File: src/rtl/evm.sv
`default_nettype none
// ============================================================================
// Module      : evm
// Description : Electronic voting machine controller for three candidates.
//               Admits one voter at a time through a ready/vote handshake,
//               keeps a saturating 7-bit vote counter per candidate and, once
//               the poll is closed, shows a selected count or the winner.
// Ports       : clk, rst                 - clock, synchronous active-high reset
//               vote_candidate_1..3      - debounced vote push buttons
//               switch_on_evm            - machine enable (0 forces IDLE)
//               candidate_ready          - voter admitted by the officer
//               voting_session_done      - close the poll
//               display_results[1:0]     - count select (00 none, 01..11)
//               display_winner           - show winner (overrides select)
//               candidate_name[1:0]      - displayed candidate index
//               results[6:0]             - displayed vote count
//               invalid_results          - winner request is ambiguous
//               voting_in_progress       - LED, vote pending
//               voting_done              - LED, poll closed
// Revision    : 1.0 - initial release
// ============================================================================
module evm (
    input  logic       clk,
    input  logic       rst,
    input  logic       vote_candidate_1,
    input  logic       vote_candidate_2,
    input  logic       vote_candidate_3,
    input  logic       switch_on_evm,
    input  logic       candidate_ready,
    input  logic       voting_session_done,
    input  logic [1:0] display_results,
    input  logic       display_winner,
    output logic [1:0] candidate_name,
    output logic [6:0] results,
    output logic       invalid_results,
    output logic       voting_in_progress,
    output logic       voting_done
);

    localparam logic [2:0] c_IDLE           = 3'b000;
    localparam logic [2:0] c_WAIT_CANDIDATE = 3'b001;
    localparam logic [2:0] c_WAIT_VOTE      = 3'b010;
    localparam logic [2:0] c_VOTED          = 3'b011;
    localparam logic [2:0] c_DONE           = 3'b100;

    localparam logic [6:0] c_COUNT_MAX = 7'd127;

    logic [2:0] current_state;
    logic [6:0] candidate_1_vote_count;
    logic [6:0] candidate_2_vote_count;
    logic [6:0] candidate_3_vote_count;

    logic [2:0] w_buttons;
    logic       w_no_press;
    logic       w_one_press;
    logic       w_win_1;
    logic       w_win_2;
    logic       w_win_3;
    logic [6:0] w_sel_count;

    assign w_buttons   = {vote_candidate_3, vote_candidate_2, vote_candidate_1};
    assign w_no_press  = (w_buttons == 3'b000);
    assign w_one_press = (w_buttons == 3'b001) || (w_buttons == 3'b010) ||
                         (w_buttons == 3'b100);

    // Strict maxima: a tie for the top (or all zero) leaves every w_win_* low.
    assign w_win_1 = (candidate_1_vote_count > candidate_2_vote_count) &&
                     (candidate_1_vote_count > candidate_3_vote_count);
    assign w_win_2 = (candidate_2_vote_count > candidate_1_vote_count) &&
                     (candidate_2_vote_count > candidate_3_vote_count);
    assign w_win_3 = (candidate_3_vote_count > candidate_1_vote_count) &&
                     (candidate_3_vote_count > candidate_2_vote_count);

    always_comb begin
        w_sel_count = 7'd0;
        case (display_results)
            2'b01:   w_sel_count = candidate_1_vote_count;
            2'b10:   w_sel_count = candidate_2_vote_count;
            2'b11:   w_sel_count = candidate_3_vote_count;
            default: w_sel_count = 7'd0;
        endcase
    end

    // Control state machine and vote counters.
    always_ff @(posedge clk) begin
        if (rst) begin
            current_state          <= c_IDLE;
            candidate_1_vote_count <= 7'd0;
            candidate_2_vote_count <= 7'd0;
            candidate_3_vote_count <= 7'd0;
        end else if (!switch_on_evm) begin
            // Powering down keeps the tallies; only rst clears them.
            current_state <= c_IDLE;
        end else begin
            case (current_state)
                c_IDLE: current_state <= c_WAIT_CANDIDATE;
                c_WAIT_CANDIDATE: begin
                    if (voting_session_done)
                        current_state <= c_DONE;
                    else if (candidate_ready && w_no_press)
                        current_state <= c_WAIT_VOTE;
                end
                c_WAIT_VOTE: begin
                    if (voting_session_done) begin
                        current_state <= c_DONE;
                    end else if (w_one_press) begin
                        // Leaving WAIT_VOTE is what makes a held button count once.
                        current_state <= c_VOTED;
                        if (vote_candidate_1 && candidate_1_vote_count != c_COUNT_MAX)
                            candidate_1_vote_count <= candidate_1_vote_count + 7'd1;
                        if (vote_candidate_2 && candidate_2_vote_count != c_COUNT_MAX)
                            candidate_2_vote_count <= candidate_2_vote_count + 7'd1;
                        if (vote_candidate_3 && candidate_3_vote_count != c_COUNT_MAX)
                            candidate_3_vote_count <= candidate_3_vote_count + 7'd1;
                    end
                end
                c_VOTED: current_state <= c_WAIT_CANDIDATE;
                c_DONE:  current_state <= c_DONE;
                default: current_state <= c_IDLE;
            endcase
        end
    end

    // Registered display: sampled from the state and selectors before the edge.
    always_ff @(posedge clk) begin
        if (rst || current_state != c_DONE) begin
            candidate_name  <= 2'b00;
            results         <= 7'd0;
            invalid_results <= 1'b0;
        end else if (display_winner) begin
            invalid_results <= 1'b0;
            if (w_win_1) begin
                candidate_name <= 2'b01;
                results        <= candidate_1_vote_count;
            end else if (w_win_2) begin
                candidate_name <= 2'b10;
                results        <= candidate_2_vote_count;
            end else if (w_win_3) begin
                candidate_name <= 2'b11;
                results        <= candidate_3_vote_count;
            end else begin
                candidate_name  <= 2'b00;
                results         <= 7'd0;
                invalid_results <= 1'b1;
            end
        end else begin
            candidate_name  <= display_results;
            results         <= w_sel_count;
            invalid_results <= 1'b0;
        end
    end

    assign voting_in_progress = (current_state == c_WAIT_VOTE);
    assign voting_done        = (current_state == c_DONE);

endmodule
`default_nettype wire

File: config.mk
export PLATFORM = sky130hd
export DESIGN_NAME = evm
export DESIGN_NICKNAME = d
export VERILOG_FILES = /design/src/rtl/evm.sv
export SDC_FILE = /design/constraint.sdc
export NUM_CORES = 1
export LEC_CHECK = 0
export ABC_AREA = 1
export CORE_MARGIN = 2
export CORE_UTILIZATION = 56
export DETAILED_ROUTE_END_ITERATION = 7
export PLACE_DENSITY = 0.78
export SYNTH_ARGS = -nofsm -noshare
export SYNTH_HDL_FRONTEND = slang
export SYNTH_SLANG_ARGS = --single-unit
File: constraint.sdc
create_clock -name clk -period 2.2 [get_ports clk]
set_input_delay 0.66 -clock clk [delete_from_list [all_inputs] [get_ports clk]]
set_output_delay 0.66 -clock clk [all_outputs]
set_load 0.01 [all_outputs]
* Word level (Yosys, flattened, before mapping)
Index checks and enable logic that the tools add are counted.
Word-level totals: flip-flop bits (word level) 34, bits of input ports 11, output and inout bits 12, word-level logic and storage cells 69
Cells by class: add/sub/neg operators 3, $lt $le $gt $ge 6, eq/ne operators 16, mux-type cells 15, bitwise operators 3, reduce and logical (&&, ||, !) cells 19
Operators by type and width (count):
- 7-bit > comparator | 6
- 7-bit two-way mux | 4
- 7-bit by 1-bit adder with 7-bit output (second input constant) | 3
- 7-bit != test (second input constant) | 3
- 7-bit case mux with 3 select lines | 1
- 5-bit AND reduction | 3
- 3-bit two-way mux | 4
- 3-bit case mux with 4 select lines | 1
- 3-bit by 2-bit == test with 1-bit output (second input constant) | 3
- 2-bit two-way mux | 4
- 1-bit logical AND | 7
- 3-bit by 1-bit == test with 1-bit output (second input constant) | 2
- 3-bit == test (second input constant) | 2
- 3-bit zero test | 2
- 3-bit != test (second input constant) | 2
- 2-bit == test (second input constant) | 2
- 2-bit OR reduction | 2
- 4-bit OR reduction | 1
- 1-bit logical OR | 3
- 3-bit by 2-bit != test with 1-bit output (second input constant) | 1
- 1-bit NOT | 3
- 2-bit by 1-bit == test with 1-bit output (second input constant) | 1
- 2-bit AND reduction | 1
- 1-bit two-way mux | 1

* Logic depth before layout (Yosys ltp)
Gate-level depths: netlist (run 1).
depth in word-level cells 6, gate-level depth with buffers 12, depth with buffers taken out 12

* Worst setup path after synthesis (run 1)
OpenSTA, ideal clock, no wires.
path kind register to register, start point reg candidate_1_vote_count[2], end point reg results[4], library setup time 0.073 ns, arrival 1.658 ns, data required time 2.127 ns, setup slack 0.469 ns, cell stages (with the launch flop) 12, buffers on the path 0, period minus slack after synthesis 1.731 ns, cells stage by stage dfxtp_1 inv_1 ha_1 a21oi_1 nand2_1 nand2_1 nand2_2 nor2_4 inv_2 nand3_1 nand2_1 a21oi_1
On the way: longest elaborated chain between the ends 6, elaborated cells between the ends (all ways) 11, classes of those cells order compare (4); mux (4); reduce/logical (3)
RTL lines:
- start, declared | RTL line 49 | logic [6:0] candidate_1_vote_count;
- start signal, assigned | RTL line 110 | candidate_1_vote_count <= candidate_1_vote_count + 7'd1;
- 7-bit > comparator | RTL line 71 | assign w_win_3 = (candidate_3_vote_count > candidate_1_vote_count) &&
- 1-bit logical AND | RTL line 71
- 7-bit two-way mux | RTL line 138 | end else if (w_win_3) begin
- 7-bit two-way mux | RTL line 135 | end else if (w_win_2) begin
- 7-bit two-way mux * | RTL line 132 | if (w_win_1) begin
- 7-bit two-way mux * | RTL line 130 | end else if (display_winner) begin
- end signal, assigned | RTL line 134 | results <= candidate_1_vote_count;
- end signal, assigned | RTL line 137 | results <= candidate_2_vote_count;
- end signal, assigned | RTL line 140 | results <= candidate_3_vote_count;
- end, declared | RTL line 34 | output logic [6:0] results,
Every way passes the cells marked *; elsewhere a longest branch is shown, timed or not. A chain may end at the register's enable or synchronous reset.

* Final worst setup path (run 1)
start point reg current_state[0], end point out voting_in_progress
On the way: longest elaborated chain between the ends 1
RTL lines:
- start, declared | RTL line 48 | logic [2:0] current_state;
- start signal, assigned | RTL line 87 | current_state <= c_IDLE;
- start signal, assigned | RTL line 93 | current_state <= c_IDLE;
- start signal, assigned | RTL line 96 | c_IDLE: current_state <= c_WAIT_CANDIDATE;
- 3-bit by 2-bit == test with 1-bit output | RTL line 153 | assign voting_in_progress = (current_state == c_WAIT_VOTE);
- end, declared | RTL line 36 | output logic voting_in_progress,
No other way between the ends.

==> results.tsv, run 1 <==
metric	value	unit
P_int	907.0	uW
synthesis-to-finish area growth	22.39	%
combinational share of power	7.3	%
CP Capture Type	output pin	
chip height	69.74	um
Synth Instances	354	
Sw Pwr	303.7	uW
CP max stage delay	0.54	ns
largest family of logic cells by synthesized area	simple AND/OR/NAND/NOR gates	
via count	2533	
Synth Area in Adders	12.41	%
PD cells	408.8	mW/mm2
maxcap violations	0	
drt first pass iters	4	
mux contribution to synthesized area	0	%
post-route DRC violation count	0	
clock sinks	34	
Slew @ Worst Pin	0.4210	ns
Leak	1.347	nW
Total GRT Usage	28.14	%
CP endpoint	voting_in_progress	
die footprint	0.004863	mm2
io pins	23	
Critical Path Start Type	flip-flop	
CTS Buf Count	5	
flops & latches, synth	34	
slowest CP cell	clkdlybuf4s50_1	
VDD IR max	0.3158	mV
Clk pwr share	41.5	%
Hold WC Path Type	flip-flop to flip-flop	
setup TNS	0	ns
hold_ws	0.5030	ns
pin count of the biggest net entering global routing	17	
Synth Area in XOR/XNOR	2.896	%
CP cell instances	inv_1, nand2_1, nor2_2, clkdlybuf4s50_1	
Synth warnings	0	
FF-to-FF End	results[0]	
Finish-stage setup viols	0	
layout cells sized above 1	11.88	%
Net Sw Frac	25.09	%
PnR worst setup slack	0.1249	ns
worst clock skew	0.009490	ns
reg-to-reg startpoint	candidate_1_vote_count[5]	
core area	0.004086	mm2
Clock Tree Buf Depth	2	
post-route ant nets	0	
Wirelength per Cell	14.54	um
Unique masters post-synth	36	
antenna violations before repair	0	
sequential share of the synthesized area	28.13	%
DR iter-0 viols	184	
Peak Freq	481.9	MHz
Final Max Tran Viols	0	
Final Power	1.211	mW
post-synthesis simple-gate area fraction	33.87	%
grt ovf	0	
hold path cells	2	
Antenna Cells	0	
clock slew at reported path FFs	0.08	ns
fillers	353	
worst-path fanout max	3	
critical path required time	1.54	ns
Tmin final	2.075	ns
post-DP HPWL	5142	um
Die X	69.74	um
number of core rows	23	
first-pass GRT wire length	10790	um
number of port buffers	22	
Final Hold Vio Count	0	
TritonCTS clock tree	built	
CTS root buf	clkbuf_8	
Tcrit/Tclk final	94.32	%
vias in the first global route	2400	
Worst-Skew Late Latency	0.30	ns
Synth Area in Compound Gates	15.05	%
Post-Place Setup Slack	-0.04020	ns
Syn Nets	389	
Post-Route WL	6603	um
R2R cell count	9	
Crit. Startpoint	current_state[0]	
nets	438	
vias per inst	5.579	
crit path DAT	1.42	ns
htree depth	2	
Flop pwr share	51.1	%
initial core utilization	59.22	%
status	finished, final reports clean	
Synth Cell Area	0.002420	mm2
RSZ-0062 raised after global routing	false	
syn_area_per_cell	6.836	um2
gp weighted congestion	0.9078	
WS Path Type	flip-flop to output pin	
R2R Setup Slk	0.23	ns
Slew HR	71.90	%
## worst min path at each step
stage | from | end | slack [ns]
after global placement | candidate_1_vote_count[5] | candidate_1_vote_count[5] | 0.49
after global routing | candidate_1_vote_count[5] | candidate_1_vote_count[5] | 0.53
after CTS | candidate_1_vote_count[5] | candidate_1_vote_count[5] | 0.50
after detailed placement | candidate_1_vote_count[5] | candidate_1_vote_count[5] | 0.49
final | candidate_1_vote_count[5] | candidate_1_vote_count[5] | 0.50
after floorplan | candidate_1_vote_count[4] | candidate_1_vote_count[4] | 0.45
## layout make-up
type	count	area, um2	share of cell area, %
inverter	46	173.9	5.872
tap	50	62.56	2.112
sequential	34	680.7	22.98
clock buffer	6	82.58	2.788
clock inverter	2	12.51	0.4225
timing repair buffer	45	395.4	13.35
multi-input combinational	271	1554	52.47
## layout by cell type, fill, tap and decap left out, types with 3 or more instances in the layout
cell	netlist	final
dfxtp_1	34	34
nor3_1	7	7
nand2_2	3	3
nor2_1	26	26
buf_4	0	23
a21oi_1	39	39
inv_2	3	3
inv_1	42	42
ha_1	24	24
clkbuf_8	0	6
nand4_1	15	15
o21ai_1	3	3
clkdlybuf4s50_1	0	21
nand2_4	3	3
xor2_1	8	8
nand3_1	27	27
nand2_1	80	80
o21ai_0	14	14
## power groups by stage
stage          registers (mW)  clock network [mW]  logic [mW]
2_1_floorplan           0.633                   0      0.0448
6_report                0.619               0.503      0.0888
4_1_cts                 0.619               0.508      0.0878
3_3_place_gp            0.633                   0      0.0863
5_1_grt                 0.619               0.528      0.0971
3_5_place_dp            0.633                   0      0.0875
## routing by layer
layer  routed length (um)  global-route usage, %  up-vias
met2                 3059                  45.30       85
met5                    0                      0        -
met3                  329                  6.395       22
met4                  246                  15.81        0
li1                     -                      -     1294
met1                 2968                  34.59     1132
## critical path, delay by kind of cell (launching register included)
kind                   cells  cell delay (ns)
AND/OR/NAND/NOR            2             0.20
buffers and inverters      2             0.61
flip-flops                 1             0.32
## synthesized netlist by cell type
| cell | instances | area [um2] |
|---|---|---|
| inv_2 | 3 | 11.26 |
| nor4_2 | 1 | 12.51 |
| o21ai_0 | 14 | 70.07 |
| a221oi_1 | 1 | 8.760 |
| clkinv_2 | 1 | 5.000 |
| nor3_2 | 1 | 10.01 |
| inv_1 | 42 | 157.7 |
| xor2_1 | 8 | 70.07 |
| nand4_1 | 15 | 93.84 |
| a21oi_1 | 39 | 195.2 |
| nor3_1 | 7 | 35.03 |
| nand2_1 | 80 | 300.3 |
| nand2_4 | 3 | 33.78 |
| nor2_8 | 1 | 20.02 |
| nand3_1 | 27 | 135.1 |
| o21ai_2 | 1 | 8.760 |
| nand3_2 | 1 | 10.01 |
| nand3b_1 | 2 | 15.01 |
| nor2_1 | 26 | 97.59 |
| buf_1 | 1 | 3.750 |
| o21ai_1 | 3 | 15.01 |
| o21bai_1 | 1 | 7.510 |
| o21a_1 | 1 | 7.510 |
| a31oi_1 | 1 | 6.260 |
| o211ai_1 | 2 | 15.01 |
| dfxtp_1 | 34 | 680.7 |
| ha_1 | 24 | 300.3 |
| nor4_1 | 2 | 12.51 |
| nor2_2 | 1 | 6.260 |
| clkbuf_1 | 2 | 7.510 |
| a21o_1 | 2 | 15.01 |
| nor2_4 | 1 | 11.26 |
| a21boi_0 | 1 | 7.510 |
| nand2_2 | 3 | 18.77 |
| a21boi_1 | 1 | 7.510 |
| nor3b_1 | 1 | 7.510 |
## sequential cells by signal, indices dropped and copies added, names as in the netlist
signal,cells
current_state,3
invalid_results,1
candidate_3_vote_count,7
results,7
candidate_1_vote_count,7
candidate_2_vote_count,7
candidate_name,2
## what timing repair did
item,4_1_cts,5_1_grt
gates resized for setup,0,1
setup buffers,0,0
hold buffers,0,0
setup endpoints to repair,0,1
## through the flow
step	utilization, %	instance area, um2	instances
floorplan	-	2420	354
global placement	70.09	2864	446
detailed placement	70.09	2864	446
CTS	72.41	2959	454
global route	72.47	2962	454
finish	72.47	2962	454
## kinds of logic after synthesis
family	after synthesis
compound gates	67
xor+xnor	8
fa+ha+maj	24
buf+inv	49
flops	34
simple gates	172
(Power assumes the default switching activity.)
==> inputs of run 2 (changes only) <==
- SETUP_SLACK_MARGIN: unset -> 0.2
==> run 2 against run 1 <==
  * The run now ends with DRC left
  * Global-route usage unchanged
  * Design area increased by 1.1%
  * Core utilization increased by 0.80 points
  * Clock-buffer cell count unchanged
  * Hold slack got worse by 0.0011 ns
  * Critical endpoint is now voting_done
  * Sequential power about the same
  * Sequential share of layout area decreased by 0.083 points
  * Die area unchanged
  * Register-to-register slack improved by 0.08 ns
  * Critical path type unchanged
  * Setup slack improved by 0.14 ns
  * Non-clock buffer count increased by 2
==> results.tsv, run 2 (synthesized netlist as in run 1, its figures left out) <==
metric	value	unit	change
Finish-stage setup viols	0		unchanged
Peak Freq	517.0	MHz	+7.3%
drt first pass iters	7		+3
die footprint	0.004863	mm2	unchanged
maxcap violations	0		unchanged
vias per inst	5.682		+1.8%
Die X	69.74	um	unchanged
Net Sw Frac	25.39	%	+0.30 points
worst-path fanout max	3		unchanged
CP cell instances	inv_1, nor3_1, dlygate4sd2_1		
Inst Count DP	446		unchanged
Total GRT Usage	28.14	%	unchanged
synthesis-to-finish area growth	23.73	%	
Final Hold Vio Count	0		unchanged
Critical Path Start Type	flip-flop		
via count	2591		+2.3%
delay-heaviest family, CP	buffers and inverters		
Slew HR	71.79	%	-0.12 points
Wirelength per Cell	14.73	um	+1.3%
critical path required time	1.54	ns	about the same
Worst-Skew Late Latency	0.30	ns	about the same
nets	440		+0.46%
crit path DAT	1.27	ns	-0.15 ns
WS Path Type	flip-flop to output pin		
Tcrit/Tclk final	87.92	%	-6.4 points
slowest CP cell	dfxtp_1		
commonest cells after routing, fill and taps aside	nand2_1 (80), inv_1 (40), a21oi_1 (39)		
layout cells sized above 1	14.78	%	+2.9 points
worst clock skew	0.008920	ns	-0.0005707 ns
P_int	906.9	uW	about the same
gp weighted congestion	0.9078		unchanged
Clock Tree Buf Depth	2		unchanged
violated checks	DRC		
RSZ-0062 raised after global routing	false		
htree depth	2		unchanged
commonest non-fill, non-tap cell in the layout	nand2_1		
TritonCTS clock tree	built		
clock slew at reported path FFs	0.08	ns	about the same
Hold WC Path Type	flip-flop to flip-flop		
antenna violations before repair	0		unchanged
Sw Pwr	308.6	uW	+1.6%
CTS Buf Count	5		unchanged
PD cells	406.0	mW/mm2	-0.69%
status	finished with violations		
Tmin final	1.934	ns	-0.1410 ns
io pins	23		unchanged
pin count of the biggest net entering global routing	17		unchanged
clock sinks	34		unchanged
Slew @ Worst Pin	0.4227	ns	+0.001763 ns
Clk pwr share	41.7	%	+0.2 points
chip height	69.74	um	unchanged
post-route ant nets	0		unchanged
fin cells	456		+0.44%
vias in the first global route	2400		unchanged
Leak	1.361	nW	+1.0%
Final Max Tran Viols	0		unchanged
CP Capture Type	output pin		
initial core utilization	59.22	%	unchanged
post-DP HPWL	5142	um	unchanged
VDD IR max	0.3216	mV	+1.8%
CTS root buf	clkbuf_8		
post-route DRC violation count	1		+1
Antenna Cells	0		unchanged
Flop pwr share	50.9	%	-0.2 points
DR iter-0 viols	193		+4.9%
first-pass GRT wire length	10790	um	unchanged
CP max stage delay	0.36	ns	-0.18 ns
grt ovf	0		unchanged
Crit path buffers/inverters	2		unchanged
# hold bufs at CTS	0		unchanged
PnR worst setup slack	0.2659	ns	+0.1410 ns
core area	0.004086	mm2	unchanged
combinational share of power	7.3	%	about the same
Post-Route WL	6717	um	+1.7%
number of port buffers	22		unchanged
Post-Place Setup Slack	-0.04020	ns	unchanged
fillers	346		-2.0%
number of core rows	23		unchanged
run 2: path summary, 6_finish.rpt:
check                            start                        end  slack (ns)  depth (start not counted)
min reg2reg  candidate_1_vote_count[5]  candidate_1_vote_count[5]        0.50                          2
max reg2reg  candidate_1_vote_count[5]                 results[0]        0.31                         11
min          candidate_1_vote_count[5]  candidate_1_vote_count[5]        0.50                          2
max                   current_state[2]                voting_done        0.27                          3
run 2: repair_timing:
item	4_1_cts	5_1_grt
endpoints found under the setup margin	2	10
pin swaps	0	4
buffers inserted	0	2
gates resized for setup	2	13
endpoints found under the hold margin	0	0
run 2: area by class of cell:
cell class	instances	area, um2	share of cell area (%)
Clock buffer	6	82.58	2.758
Sequential cell	34	685.7	22.90
Tap cell	50	62.56	2.089
Clock inverter	2	12.51	0.4179
Multi-Input combinational cell	271	1569	52.40
Timing Repair Buffer	47	407.9	13.62
Inverter	46	173.9	5.809
run 2: power groups by stage:
stage	Clock (mW)	Sequential, mW	Combinational, mW
CTS	0.508	0.619	0.0873
floorplan	0	0.633	0.0448
finish	0.507	0.619	0.0892
global placement	0	0.633	0.0863
global route	0.528	0.619	0.0977
detailed placement	0	0.633	0.0875
run 2: worst reg2reg max path, stage by stage, from the launching register on:
cell     delay [ns]
dfxtp_1        0.37
inv_1          0.12
ha_1           0.29
nand2_1        0.07
nor2_2         0.16
nand2_1        0.09
nand2_2        0.10
buf_4          0.16
nand4_1        0.09
nand3_1        0.14
nand2_1        0.07
a21oi_1        0.13
run 2: layer usage:
layer	up-vias	share of wire (%)	global-route usage (%)
met1	1171	43	34.59
met4	0	3.3	15.81
li1	1299	-	-
met2	100	47	45.30
met3	21	6.6	6.395
met5	-	0	0
run 2: metrics by stage:
step                      TNS [ns]  hold WS, ns  utilization (%)  power [mW]  instance area (um2)
after floorplan                  0       0.4540                -      0.6779                 2420
after global placement           0       0.4881            70.09      0.7196                 2864
after detailed placement  -0.08368       0.4890            70.09      0.7208                 2864
after CTS                        0       0.5014            72.35       1.214                 2957
after global routing             0       0.5259            73.27       1.244                 2994
final                            0       0.5019            73.27       1.216                 2994
==> inputs of run 3 (changes only) <==
- CORE_UTILIZATION: 56 -> 57
- PLACE_DENSITY: 0.78 -> 0.79
==> run 3 against run 2 <==
  * The run now ends clean
  * Clock power is 14% lower
  * Die area down 1.7%
  * Non-clock buffer count up 9
  * Routed wire length is 2.1% lower
  * Clock-buffer cell count shrank 1
  * Flip-flop and latch count stayed put
  * Critical path depth is the same
  * Critical endpoint unchanged
  * Largest cell class unchanged
==> results.tsv, run 3 (synthesized netlist as in run 1, its figures left out) <==
metric	value	unit	change
Finish-stage setup viols	0		unchanged
Slew @ Worst Pin	0.4211	ns	-0.001639 ns
Final Hold Vio Count	0		unchanged
clock slew at reported path FFs	0.07	ns	about the same
CP max stage delay	0.36	ns	about the same
worst-path fanout max	3		unchanged
die footprint	0.004782	mm2	-1.7%
htree depth	2		unchanged
VDD IR max	0.3955	mV	+23%
post-route DRC violation count	0		-1
initial core utilization	60.06	%	+0.85 points
Total GRT Usage	29.34	%	+1.2 points
register area	681.9	um2	-0.55%
number of core rows	23		unchanged
status	finished, final reports clean		
Flop pwr share	53.7	%	+2.8 points
WS Path Type	flip-flop to output pin		
delay-heaviest family, CP	buffers and inverters		
Tmin final	1.903	ns	-0.03154 ns
Sw Pwr	280.8	uW	-9.0%
CP cell instances	inv_1, nor3_1, dlygate4sd2_1		
slowest CP cell	dfxtp_1		
Final Max Tran Viols	0		unchanged
# hold bufs at CTS	0		unchanged
chip height	69.16	um	-0.83%
DR iter-0 viols	199		+3.1%
commonest non-fill, non-tap cell in the layout	nand2_1		
via count	2555		-1.4%
TritonCTS clock tree	built		
antenna violations before repair	0		unchanged
footprint of the multi-input gates	0.001562	mm2	-0.48%
crit path DAT	1.24	ns	-0.03 ns
maxcap violations	0		unchanged
P_int	872.8	uW	-3.8%
Critical Path Start Type	flip-flop		
Net Sw Frac	24.34	%	-1.0 points
CP Capture Type	output pin		
FF-to-FF End	results[0]		
fillers	324		-6.4%
Crit path buffers/inverters	2		unchanged
Crit. Startpoint	current_state[2]		
post-route ant nets	0		unchanged
core area	0.004029	mm2	-1.4%
Clk pwr share	38.0	%	-3.7 points
Antenna Cells	0		unchanged
Slew HR	71.90	%	+0.11 points
worst clock skew	0.004778	ns	-0.004142 ns
Peak Freq	525.6	MHz	+1.7%
Worst-Skew Late Latency	0.30	ns	about the same
reg-to-reg startpoint	candidate_3_vote_count[6]		
RSZ-0062 raised after global routing	false		
post-layout util	75.37	%	+2.1 points
critical path required time	1.54	ns	about the same
Post-Route WL	6578	um	-2.1%
Wirelength per Cell	14.18	um	-3.8%
Clock Tree Buf Depth	2		unchanged
post-DP HPWL	5167	um	+0.47%
Post-DP Area	0.002932	mm2	+2.4%
pin count of the biggest net entering global routing	17		unchanged
PnR worst setup slack	0.2974	ns	+0.03154 ns
PD cells	379.9	mW/mm2	-6.4%
commonest cells after routing, fill and taps aside	nand2_1 (79), inv_1 (41), a21oi_1 (39)		
critical path depth	3		unchanged
nets	449		+2.0%
grt ovf	0		unchanged
CP endpoint	voting_done		
hold_ws	0.4955	ns	-0.006398 ns
first-pass GRT wire length	11270	um	+4.4%
vias per inst	5.506		-3.1%
vias in the first global route	2523		+5.1%
Die X	69.16	um	-0.83%
number of port buffers	22		unchanged
gp weighted congestion	0.9996		+10%
Hold WC Path Type	flip-flop to flip-flop		
R2R Setup Slk	0.34	ns	+0.03 ns
io pins	23		unchanged
R2R cell count	10		-1
combinational share of power	8.3	%	+1.0 points
layout cells sized above 1	15.22	%	+0.44 points
CTS root buf	clkbuf_8		
drt first pass iters	5		-2
synthesis-to-finish area growth	25.49	%	
cell area after layout	0.003037	mm2	+1.4%
Tcrit/Tclk final	86.48	%	-1.4 points
Leak	1.408	nW	+3.5%
Post-Place Setup Slack	-0.02086	ns	+0.01935 ns
CTS Buf Count	5		unchanged
clock sinks	34		unchanged
run 3: cell types whose count changed in the layout (fill, tap and decap cells not counted), sizes merged:
| cell | before | now |
|---|---|---|
| clkdlybuf4s50 | 19 | 18 |
| buf | 25 | 34 |
| clkinvlp | 1 | 0 |
| dlymetal6s2s | 1 | 2 |
| clkbuf | 6 | 5 |
| clkinv | 2 | 3 |
run 3: final cells by class:
cell class                      instances  share of cell area, %
Inverter                               46                  5.727
Timing Repair Buffer                   56                  15.74
Clock buffer                            5                  2.266
Tap cell                               50                  2.060
Clock inverter                          2                 0.3296
Sequential cell                        34                  22.46
Multi-Input combinational cell        271                  51.42
run 3: repair_timing:
| item | CTS | global route |
|---|---|---|
| setup buffers | 0 | 2 |
| gates resized for setup | 2 | 7 |
| setup endpoints to repair | 2 | 13 |
| pin swaps | 0 | 3 |
run 3: per-stage QoR:
| step | instances | total power [mW] | setup TNS [ns] |
|---|---|---|---|
| final | 464 | 1.154 | 0 |
| after global routing | 464 | 1.197 | 0 |
| after CTS | 462 | 1.154 | 0 |
| after detailed placement | 455 | 0.7250 | -0.05692 |
| after global placement | 455 | 0.7231 | 0 |
| after floorplan | 354 | 0.6779 | 0 |
run 3: worst min path at each step:
stage | endpoint | slack (ns) | cells past startpoint | startpoint
final | candidate_1_vote_count[5] | 0.50 | 2 | candidate_1_vote_count[5]
after global routing | candidate_1_vote_count[5] | 0.52 | 2 | candidate_1_vote_count[5]
after CTS | candidate_1_vote_count[4] | 0.50 | 2 | candidate_1_vote_count[4]
after detailed placement | candidate_1_vote_count[4] | 0.49 | 2 | candidate_1_vote_count[4]
after global placement | candidate_1_vote_count[4] | 0.49 | 2 | candidate_1_vote_count[4]
after floorplan | candidate_1_vote_count[4] | 0.45 | 2 | candidate_1_vote_count[4]
run 3: per-layer routing:
layer / global-route usage [%] / share of wire [%] / wire length [um]
met3: 5.556 / 6.9 / 457
met1: 36.55 / 44 / 2913
met2: 47.65 / 45 / 2975
met4: 15.90 / 3.5 / 232
met5: 0 / 0 / 0
run 3: power by group through the flow:
stage	clock [mW]	combinational [mW]	sequential, mW
2_1_floorplan	0	0.0448	0.633
3_3_place_gp	0	0.0900	0.633
5_1_grt	0.473	0.105	0.619
4_1_cts	0.442	0.0921	0.619
6_report	0.438	0.0961	0.619
3_5_place_dp	0	0.0919	0.633
run 3: worst register-to-register path, delay by kind of cell (launching register included):
kind / cells / cell delay (ns)
AO/OA/AOI/OAI: 2 / 0.36
adder cells (fa/ha/maj): 1 / 0.30
buffers and inverters: 2 / 0.18
flip-flops: 1 / 0.48
AND/OR/NAND/NOR: 5 / 0.46
